File: src/rtl/resc_rr_scheduler.sv
// resc_rr_scheduler
//   Round-robin front end for one shared ReSC wrapper. Two requesters compete
//   for the wrapper; one job is outstanding at a time. The wrapper is started
//   with a one-cycle pulse and must answer with resc_done within TIMEOUT
//   cycles, otherwise the owner receives an error response.
//
// Ports
//   clk, reset                 clock, asynchronous active-high reset
//   req{0,1}_valid/_x/_ready   sample request handshake per requester
//   resp{0,1}_valid/_y/_err    result held for the owning requester
//   resp{0,1}_ready            requester consumes its result
//   resc_x_bin, resc_start     operand and start pulse to the wrapper
//   resc_done, resc_y_bin      completion pulse and result from the wrapper
//   busy                       high whenever a job is in flight
module resc_rr_scheduler #(
    parameter int WIDTH   = 10,
    parameter int TIMEOUT = 2047
) (
    input  logic             clk,
    input  logic             reset,
    input  logic             req0_valid,
    input  logic [WIDTH-1:0] req0_x,
    output logic             req0_ready,
    input  logic             req1_valid,
    input  logic [WIDTH-1:0] req1_x,
    output logic             req1_ready,
    output logic             resp0_valid,
    output logic [WIDTH-1:0] resp0_y,
    output logic             resp0_err,
    input  logic             resp0_ready,
    output logic             resp1_valid,
    output logic [WIDTH-1:0] resp1_y,
    output logic             resp1_err,
    input  logic             resp1_ready,
    output logic [WIDTH-1:0] resc_x_bin,
    output logic             resc_start,
    input  logic             resc_done,
    input  logic [WIDTH-1:0] resc_y_bin,
    output logic             busy
);

    localparam int CNT_W = (TIMEOUT < 2) ? 1 : $clog2(TIMEOUT + 1);

    typedef enum logic [1:0] {IDLE, ISSUE, BUSY, RESP} state_t;

    state_t             state_q, state_d;
    logic               owner_q;
    logic               last_q;
    logic [WIDTH-1:0]   x_q;
    logic [WIDTH-1:0]   y_q;
    logic               err_q;
    logic [CNT_W-1:0]   cnt_q;
    logic [CNT_W-1:0]   cnt_inc;
    logic               grant;
    logic               accept;
    logic               timeout_hit;
    logic               resp_hs;

    // On a tie the requester that was not served last wins.
    assign grant   = (req0_valid && req1_valid) ? ~last_q : req1_valid;
    assign accept  = (state_q == IDLE) && (req0_valid || req1_valid);

    // The counter is cleared in ISSUE and steps once per BUSY cycle; the
    // timeout fires in the BUSY cycle in which it steps onto TIMEOUT, so the
    // error response appears TIMEOUT+1 cycles after the start pulse.
    assign cnt_inc     = cnt_q + CNT_W'(1);
    assign timeout_hit = (cnt_inc == CNT_W'(TIMEOUT));

    assign resp_hs = (state_q == RESP) && (owner_q ? resp1_ready : resp0_ready);

    assign req0_ready  = accept && !grant;
    assign req1_ready  = accept && grant;
    assign resc_start  = (state_q == ISSUE);
    assign busy        = (state_q != IDLE);
    assign resc_x_bin  = x_q;

    assign resp0_valid = (state_q == RESP) && !owner_q;
    assign resp1_valid = (state_q == RESP) && owner_q;
    assign resp0_y     = resp0_valid ? y_q : '0;
    assign resp1_y     = resp1_valid ? y_q : '0;
    assign resp0_err   = resp0_valid && err_q;
    assign resp1_err   = resp1_valid && err_q;

    always_ff @(posedge clk or posedge reset) begin
        if (reset) begin
            state_q <= IDLE;
        end else begin
            state_q <= state_d;
        end
    end

    always_comb begin
        state_d = state_q;
        case (state_q)
            IDLE:    if (accept) state_d = ISSUE;
            ISSUE:   state_d = BUSY;
            BUSY:    if (resc_done || timeout_hit) state_d = RESP;
            RESP:    if (resp_hs) state_d = IDLE;
            default: state_d = IDLE;
        endcase
    end

    always_ff @(posedge clk or posedge reset) begin
        if (reset) begin
            owner_q <= 1'b0;
            last_q  <= 1'b1;
            x_q     <= '0;
            y_q     <= '0;
            err_q   <= 1'b0;
            cnt_q   <= '0;
        end else begin
            case (state_q)
                IDLE: begin
                    if (accept) begin
                        owner_q <= grant;
                        x_q     <= grant ? req1_x : req0_x;
                    end
                end
                ISSUE: begin
                    cnt_q <= '0;
                end
                BUSY: begin
                    cnt_q <= cnt_inc;
                    // A completion in the timeout cycle still counts as success.
                    if (resc_done) begin
                        y_q   <= resc_y_bin;
                        err_q <= 1'b0;
                    end else if (timeout_hit) begin
                        y_q   <= '0;
                        err_q <= 1'b1;
                    end
                end
                RESP: begin
                    if (resp_hs) last_q <= owner_q;
                end
                default: ;
            endcase
        end
    end

endmodule
File: config.mk
export PLATFORM = sky130hd
export DESIGN_NAME = resc_rr_scheduler
export DESIGN_NICKNAME = d
export VERILOG_FILES = /design/src/rtl/resc_rr_scheduler.sv
export SDC_FILE = /design/constraint.sdc
export NUM_CORES = 1
export LEC_CHECK = 0
export BUFFER_PORTS_ARGS = -buffer_cell sky130_fd_sc_hd__buf_2
export CORE_MARGIN = 1
export CORE_UTILIZATION = 40
export CTS_CLUSTER_DIAMETER = 60
export DETAILED_ROUTE_END_ITERATION = 8
export GPL_TIMING_DRIVEN = 0
export PLACE_DENSITY = 0.73
export SETUP_SLACK_MARGIN = 0.15
export SLEW_MARGIN = 20
export SYNTH_ARGS = -nofsm -noshare
export SYNTH_HDL_FRONTEND = slang
export SYNTH_SLANG_ARGS = --single-unit
File: constraint.sdc
create_clock -name clk -period 2.9 [get_ports clk]
set_clock_uncertainty 0.05 [all_clocks]
set_input_delay 0.87 -clock clk [delete_from_list [all_inputs] [get_ports clk]]
set_output_delay 0.87 -clock clk [all_outputs]
set_load 0.02 [all_outputs]
==> results of run 1 <==
-- cell usage in the layout, fill, tap and decap left out, drive strengths merged, types with 2 or more instances in the layout --
cell type and count:
dfrtp 35, o2bb2ai 2, nor2 9, and2 14, o21ai 12, o31ai 3, a221o 11, nand3 6
nor2b 11, a22o 2, nor4 2, ha 6, nand2 16, nand2b 3, a21o 2, buf 78
a222oi 10, mux2i 2, clkbuf 16, inv 18, xor2 2, and3 14, a21oi 6, nand4 5
a31oi 2
-- report_power, final --
group	switching (uW)	total [uW]	internal, uW
clock network	180	484	303
registers	136	808	673
logic	803	1330	524
-- per-stage QoR --
stage          area [sq um]  util [%]  hold WS [ns]  power (uW)
4_1_cts                2720      53.3         0.430        2620
5_1_grt                2740      53.6         0.432        2840
3_5_place_dp           2590      50.7         0.431        2120
3_3_place_gp           2570      50.3         0.422        2080
6_report               2740      53.6         0.431        2620
2_1_floorplan          2110         -         0.422        1720
-- how the worst min path moves through the flow --
stage             startpoint       endpoint  slack [ns]  cells past startpoint
3_5_place_dp   resc_x_bin[9]  resc_x_bin[9]        0.43                      2
3_3_place_gp   resc_x_bin[9]  resc_x_bin[9]        0.42                      2
2_1_floorplan          err_q          err_q        0.42                      2
5_1_grt                reset       cnt_q[7]        0.43                      2
4_1_cts                reset       cnt_q[7]        0.43                      2
6_report               reset       cnt_q[8]        0.43                      2
-- cell type report --
class | count | area [sq um] | area share (%)
Timing Repair Buffer | 75 | 390 | 14.3
Clock buffer | 7 | 96.3 | 3.52
Tap cell | 70 | 87.6 | 3.20
Inverter | 18 | 67.6 | 2.47
Clock inverter | 1 | 30.0 | 1.10
Multi-Input combinational cell | 154 | 1100 | 40.2
Sequential cell | 36 | 902 | 32.9
Buffer | 12 | 62.6 | 2.28
-- metal layers --
layer	track usage (%)	part of all wire [%]	vias up
li1	-	-	980
met1	25.2	45	957
met2	31.5	49	65
met3	3.61	5.3	2
met4	6.29	0.55	0
met5	0	0	-
-- registers in the layout, summed over array words and instances (netlist names) --
name	flops
cnt_q	11
err_q	1
last_q	1
state_q	2
y_q	10
owner_q	1
resc_x_bin	10
-- kinds of logic (layout without fill, tap and decap cells) --
family | Yosys count | in the layout
AO/OA/AOI/OAI | 58 | 58
XOR/XNOR | 2 | 2
adder cells (fa/ha/maj) | 6 | 6
buffers and inverters | 30 | 113
flip-flops | 36 | 36
multiplexers | 2 | 2
AND/OR/NAND/NOR | 86 | 86
-- timing repair --
action,CTS,global route
cloned,0,0
gates resized for setup,3,11
endpoints found under the setup margin,11,20
hold buffers,0,0
-- synthesized netlist by cell type (2+ instances only) --
master	number
o2bb2ai_1	2
and3_4	2
a21oi_1	6
a21o_1	2
clkbuf_1	9
and2_1	13
ha_1	6
nor2_1	9
dfrtp_1	35
inv_1	18
nand2b_1	3
nand3_1	6
a222oi_1	10
o31ai_1	3
a22o_1	2
a221o_1	11
nor2b_1	11
and3_1	11
nand4_1	4
mux2i_1	2
xor2_1	2
nand2_1	16
o21ai_0	11
nor4_1	2
-- worst register-to-register path: stages (launching register included) --
cell and delay, ns:
dfrtp_1 0.43, inv_1 0.11, ha_1 0.18, clkbuf_1 0.36
clkbuf_1 0.42, nand2_1 0.30, o41ai_1 0.38
==> flow_summary.toml, run 1 <==
[synthesis]
yosysUniqueCellTypes = 48
yosys_warnings = 0
synthArstFlopShare_pct = 100
synth_largest_area_cell = "dfrtp_1"
synth_mux_area_share_pct = 0.948
synth_top_cells_by_area = "dfrtp_1 41%, a221o_1 5.2%, a222oi_1 4.7%, and2_1 3.9%, ha_1 3.6%"
synthSimpleGateAreaFrac_pct = 23.8
synthXorXnorAreaFrac_pct = 0.829
synth_seq_area_share_pct = 42.7
synth_top_family_by_area = "simple AND/OR/NAND/NOR gates"
synth_fp_nets = 263
synth_ff_type = "dfrtp_1"
synthesis.area_sq_um = 2110
yosys.area.top_type_share_pct = 41.5
synth-compound-area-share_pct = 22.6
ys_ff_latch = 36
synth_edf_count = 0
yosys.area_share.adder_pct = 3.55
avgSynthCellArea_sq_um = 9.60
synthCells = 220

[global_route]
grt_pass1_vias = 1771
grt_first_pass_wirelength_um = 8220
grt_max_degree = 30
grt_usage_pct = 19.0
grt-ovfl-total = 0
grt_antenna_before_repair = 0

[clock_network]
clk_pin_slew_ns = 0.07
clock_path_buffers = 2
cts.sinks = 36
tritoncts = "built"
cts_inserted_buffers = 5
h-tree-depth = 2
postCtsSetupBuffers = 0
root_buffer = "clkbuf_8"
clk_latency_ns = 0.29

[setup_path]
path_delay_family = "buffers and inverters"
crit_required_ns = 1.98
r2r-end = "cnt_q[6]"
critical_path_class = "flip-flop to output pin"
crit_fanout = 10
crit_start = "state_q[1]"
endpoint = "req1_ready"
cp.buffers_inverters = 3
rrSetupSlack_ns = 0.57
rr_startpoint = "state_q[0]"
cp-start-kind = "flip-flop"
max_stage_delay_ns = 0.40
rr_worst_depth = 6
worstPathArrival_ns = 1.71
path_depth = 6
slowest_stage = "dfrtp_1"
path_cells = "inv_1, ha_2, nand2_1, a21oi_2, clkbuf_4, buf_2"
cp-end-kind = "output pin"

[place]
place_ws_ns = 0.109
place.gp.congestion = 0.830
dp_hpwl_um = 3750
io_buffers = 74
dp_cells = 365

[routing]
drtIter0Drc = 216
wire_per_inst_um = 13.6
drt_wl_total_um = 5080
vias = 2004
vias_per_cell = 5.37
ant_nets = 0
drc = 0
drt_first_pass_iters = 6

[sta]
fin_ws_ns = 0.271
post-route-period-util_pct = 90.6
drv_slew = 0
worst_pin_slew_ns = 0.463
setup_viol = 0
rsz0062_at_grt = "true"
setup_tns_ns = 0
layout_min_cycle_time_ns = 2.63
fmax_ghz = 0.380
report.final.hold_viol_count = 0
slew_headroom_pct = 69.2

[floorplan]
dieArea_sq_um = 5570
num_rows = 26
die_w_um = 74.7
core-area_sq_um = 5110
io_pins = 75
initial_core_util_pct = 41.4
die_y_um = 74.7

[finish]
fill_cells = 477
syn_to_final_growth_pct = 29.7
drive_gt1_share_pct = 33.7
layout.nets = 345
final_cells = 373
diodes = 0

[power_and_ir_drop]
power.density_nw_per_um2 = 956
power.leakage_uw = 0.00139
ir_drop_uv = 359

[run]
drv_cap = 0

[run_status]
status = "completed"

[hold_path]
hold_class = "input pin to asynchronous set/reset pin"
(Power assumes the default switching activity.)
==> inputs of run 2 (changes only) <==
==> constraint.sdc (replaced) <==
create_clock -name clk -period 2.87 [get_ports clk]
set_clock_uncertainty 0.05 [all_clocks]
set_input_delay 0.861 -clock clk [delete_from_list [all_inputs] [get_ports clk]]
set_output_delay 0.861 -clock clk [all_outputs]
set_load 0.02 [all_outputs]
==> run 2 against run 1 <==
  * Count of clock-buffer cells in the layout stayed put
  * Final cell count unchanged
  * Worst setup slack got worse by 0.021 ns
  * Cell area rose by 0.37%
  * Hold slack got worse by 0.010 ns
==> flow_summary.toml, run 2 (synthesized netlist as in run 1, its figures left out) <==
[run_status]
status = "completed"

[clock_network]
h-tree-depth = 2
ctsHoldBuffers = 0
cts.sinks = 36
clk_latency_ns = 0.29
tritoncts = "built"
clk_pin_slew_ns = 0.07
root_buffer = "clkbuf_8"
clock_path_buffers = 2
cts_inserted_buffers = 5

[finish]
diodes = 0
largest_register = "cnt_q"
final_common_cell = "buf_2"
largest_register_ffs = 11
layout.cells.most_common_list = "75 x buf_2, 35 x dfrtp_1, 17 x inv_1, 16 x nand2_1, 13 x and2_1"
drive_gt1_share_pct = 33.7
final_cells = 373
layout.nets = 345
syn_to_final_growth_pct = 30.2

[power_and_ir_drop]
power.leakage_uw = 0.00139
p_sw_share_pct = 42.5
combPwrFrac_pct = 51.0
power.density_nw_per_um2 = 971
p_seq_share_pct = 30.6
ir_drop_uv = 362
clkPwrFrac_pct = 18.4
p_int_uw = 1530
power_switching_uw = 1140

[routing]
vias_per_cell = 5.43
vias = 2024
ant_nets = 0
drc = 0
drtIter0Drc = 140
wire_per_inst_um = 13.6
drt_first_pass_iters = 5
drt_wl_total_um = 5090

[sta]
post-route-period-util_pct = 91.3
setup_viol = 0
fmax_ghz = 0.382
layout_min_cycle_time_ns = 2.62
whs_ns = 0.421
worst_pin_slew_ns = 0.470
setup_tns_ns = 0
drv_slew = 0
rsz0062_at_grt = "true"
slew_headroom_pct = 68.7
report.final.hold_viol_count = 0

[setup_path]
worstPathArrival_ns = 1.71
rr_startpoint = "state_q[0]"
path_cells = "ha_2, clkbuf_1, and3_1, buf_2"
crit_required_ns = 1.96
endpoint = "resp1_y[3]"
cp-start-kind = "flip-flop"
crit_fanout = 10
r2r-end = "cnt_q[6]"
rrSetupSlack_ns = 0.49
critical_path_class = "flip-flop to output pin"
crit_start = "state_q[0]"
rr_worst_depth = 6
cp-end-kind = "output pin"
slowest_stage = "dfrtp_1"
max_stage_delay_ns = 0.44

[floorplan]
die_y_um = 74.7
num_rows = 26
core-area_sq_um = 5110
die_w_um = 74.7
dieArea_sq_um = 5570
io_pins = 75
initial_core_util_pct = 41.4

[place]
io_buffers = 74
dp_cells = 365
place.gp.congestion = 0.830
dp_hpwl_um = 3750

[global_route]
grt-ovfl-total = 0
grt_first_pass_wirelength_um = 8220
grt_antenna_before_repair = 0
grt_pass1_vias = 1771
grt_usage_pct = 19.0
grt_max_degree = 30

[hold_path]
hold_class = "input pin to asynchronous set/reset pin"

[run]
drv_cap = 0
-- run 2: cell type report --
class | instances | area (sq um)
Buffer | 12 | 62.6
Timing Repair Buffer | 75 | 390
Inverter | 18 | 67.6
Sequential cell | 36 | 902
Tap cell | 70 | 87.6
Clock buffer | 7 | 96.3
Multi-Input combinational cell | 154 | 1110
Clock inverter | 1 | 30.0
Fill cell | 479 | 2360
-- run 2: worst max-delay path: cells and delay by family (launching register included) --
kind,cells,cell delay [ns]
flops,1,0.44
buf+inv,2,0.47
fa+ha+maj,1,0.29
simple gates,1,0.22
-- run 2: worst min path at each step --
stage	start	to	slack, ns	cells after the start
after floorplan	err_q	err_q	0.42	2
after global placement	resc_x_bin[9]	resc_x_bin[9]	0.42	2
after detailed placement	resc_x_bin[9]	resc_x_bin[9]	0.43	2
after CTS	reset	cnt_q[7]	0.42	2
after global routing	reset	cnt_q[7]	0.42	2
final	reset	cnt_q[8]	0.42	2
-- run 2: what timing repair did --
item                                    CTS  global route
endpoints found under the setup margin   12            21
resized for setup                         3            13
setup buffers                             0             0
-- run 2: through the flow --
step	total power, uW	instance area [sq um]	worst slack, ns	utilization (%)
final	2670	2750	0.250	53.8
after global routing	2900	2750	0.123	53.8
after CTS	2650	2720	0.0936	53.3
after detailed placement	2140	2590	0.0970	50.7
after global placement	2100	2570	0.0885	50.3
after floorplan	1740	2110	0.478	-
-- run 2: routing by layer --
metal | up-vias | GRT usage, % | routed length, um
li1 | 977 | - | -
met1 | 972 | 25.2 | 2300
met2 | 67 | 31.5 | 2440
met3 | 8 | 3.61 | 287
met4 | 0 | 6.29 | 65
met5 | - | 0 | 0
-- run 2: power by group through the flow --
stage / clock network (uW) / registers, uW / logic (uW)
after floorplan: 0 / 871 / 870
after global placement: 0 / 811 / 1290
after detailed placement: 0 / 821 / 1320
after CTS: 504 / 811 / 1330
after global routing: 522 / 845 / 1530
final: 491 / 817 / 1360
==> inputs of run 3 (changes only) <==
--- a/config.mk
+++ b/config.mk
@@ -6,12 +6,13 @@
 export NUM_CORES = 1
 export LEC_CHECK = 0
 export BUFFER_PORTS_ARGS = -buffer_cell sky130_fd_sc_hd__buf_2
-export CORE_MARGIN = 1
-export CORE_UTILIZATION = 40
+export CORE_MARGIN = 5
+export CORE_UTILIZATION = 50
 export CTS_CLUSTER_DIAMETER = 60
 export DETAILED_ROUTE_END_ITERATION = 8
 export GPL_TIMING_DRIVEN = 0
-export PLACE_DENSITY = 0.73
+export HOLD_SLACK_MARGIN = 0.1
+export PLACE_DENSITY = 0.87
 export SETUP_SLACK_MARGIN = 0.15
 export SLEW_MARGIN = 20
 export SYNTH_ARGS = -nofsm -noshare
==> run 3 against run 2 <==
  * Hold slack better by 0.020 ns
  * Non-clock buffer count unchanged
  * Sequential power increased by 0.6%
  * Combinational power is essentially flat
  * Count of clock-buffer cells in the layout unchanged
  * Fmax down 0.70%
  * Cell area is 3.0% lower
==> flow_summary.toml, run 3 (synthesized netlist as in run 1, its figures left out) <==
[sta]
report.final.hold_viol_count = 0
fmax_ghz = 0.379
rsz0062_at_grt = "true"
setup_viol = 0
setup_tns_ns = 0
slew_headroom_pct = 68.4
layout_min_cycle_time_ns = 2.64
drv_slew = 0
worst_pin_slew_ns = 0.475
post-route-period-util_pct = 91.9

[setup_path]
critical_path_class = "flip-flop to output pin"
endpoint = "resp0_y[0]"
cp-start-kind = "flip-flop"
cp-end-kind = "output pin"
crit_fanout = 10
worstPathArrival_ns = 1.73
rr_worst_depth = 6
rrSetupSlack_ns = 0.53
r2r-end = "cnt_q[6]"
rr_startpoint = "state_q[0]"
crit_start = "state_q[0]"
crit_required_ns = 1.96

[finish]
syn_to_final_growth_pct = 26.2
fill_cells = 341
largest_register_ffs = 11
layout.cells.most_common_list = "75 x buf_2, 35 x dfrtp_1, 17 x inv_1, 16 x nand2_1, 13 x and2_1"
layout.nets = 345
fin_area_sq_um = 2670
drive_gt1_share_pct = 33.0
largest_register = "cnt_q"
final_common_cell = "buf_2"
diodes = 0

[global_route]
grt_first_pass_wirelength_um = 8650
grt_max_degree = 28
grt_usage_pct = 19.8
grt_antenna_before_repair = 0
grt_pass1_vias = 1918
grt-ovfl-total = 0

[power_and_ir_drop]
p_seq_share_pct = 32.6
combPwrFrac_pct = 53.8
power_switching_uw = 1140
p_sw_share_pct = 45.3
clkPwrFrac_pct = 13.6
p_int_uw = 1380
ir_drop_uv = 338
power.density_nw_per_um2 = 946
power.leakage_uw = 0.00137

[floorplan]
num_rows = 23
core-area_sq_um = 4060
die_w_um = 75.0
initial_core_util_pct = 52.1
dieArea_sq_um = 5620
io_pins = 75
die_y_um = 75.0

[clock_network]
root_buffer = "clkbuf_8"
cts.sinks = 36
cts_inserted_buffers = 5
clock_path_buffers = 2
h-tree-depth = 2
clk_latency_ns = 0.29
clk_pin_slew_ns = 0.07
tritoncts = "built"
postCtsSetupBuffers = 0

[routing]
vias = 2037
drt_wl_total_um = 5440
drt_first_pass_iters = 6
wire_per_inst_um = 15.4
drc = 0
drtIter0Drc = 143
ant_nets = 0
vias_per_cell = 5.77

[place]
placed_area_sq_um = 2560
io_buffers = 74
dp_hpwl_um = 4050
place.gp.congestion = 0.820

[hold_path]
hold_class = "input pin to asynchronous set/reset pin"

[run_status]
status = "completed"

[run]
drv_cap = 0
[run 3: cell count changes in the layout (fill, tap and decap cells not counted), sizes merged]
cell	previous run	this run
bufinv	1	0
clkinv	0	1
[run 3: how the worst min path moves through the flow]
| stage | start | cells past startpoint | to | slack, ns |
|---|---|---|---|---|
| after global placement | resc_x_bin[9] | 2 | resc_x_bin[9] | 0.42 |
| after detailed placement | resc_x_bin[9] | 2 | resc_x_bin[9] | 0.43 |
| after floorplan | err_q | 2 | err_q | 0.42 |
| final | reset | 2 | cnt_q[7] | 0.44 |
| after CTS | reset | 2 | cnt_q[7] | 0.45 |
| after global routing | reset | 2 | cnt_q[7] | 0.45 |
[run 3: per-stage QoR]
| step | power [uW] | hold WS, ns | setup WS, ns | cells | utilization (%) |
|---|---|---|---|---|---|
| floorplan | 1740 | 0.422 | 0.478 | 220 | - |
| global placement | 2090 | 0.424 | 0.124 | 344 | 62.7 |
| detailed placement | 2160 | 0.433 | 0.110 | 345 | 63.2 |
| CTS | 2510 | 0.449 | 0.127 | 353 | 65.3 |
| global route | 2730 | 0.453 | 0.131 | 353 | 65.7 |
| finish | 2520 | 0.442 | 0.232 | 353 | 65.7 |
[run 3: worst max-delay path: stages, from the launching register on]
cell	delay, ns
dfrtp_1	0.43
ha_2	0.29
nor2b_2	0.20
clkbuf_2	0.20
and2_1	0.15
buf_2	0.16
[run 3: cell type report]
type                    instances  area, sq um  area share (%)
well taps                      50         62.6            2.35
repair buffers                 75          390            14.6
plain buffers                  12         60.1            2.25
inverters                      18         67.6            2.53
multi-input cells             154         1100            41.3
flip-flops and latches         36          902            33.8
clock inverters                 1         5.00           0.188
clock buffers                   7         76.3            2.86
[run 3: power groups by stage]
stage	Combinational, uW	Sequential [uW]	Clock, uW
floorplan	870	871	0
global placement	1280	808	0
detailed placement	1330	823	0
CTS	1340	814	349
global route	1510	846	374
finish	1360	822	344
[run 3: metal layers]
layer / vias to the layer above / routed length [um] / global-route usage, %
met3: 7 / 397 / 4.41
li1: 978 / - / -
met5: - / 0 / 0
met1: 990 / 2190 / 23.9
met2: 62 / 2780 / 35.2
met4: 0 / 73 / 5.73
[run 3: timing repair]
action / in CTS / in global routing
endpoints found under the setup margin: 11 / 17
hold buffers: 0 / 0
gates resized for setup: 3 / 10
endpoints found under the hold margin: 0 / 0
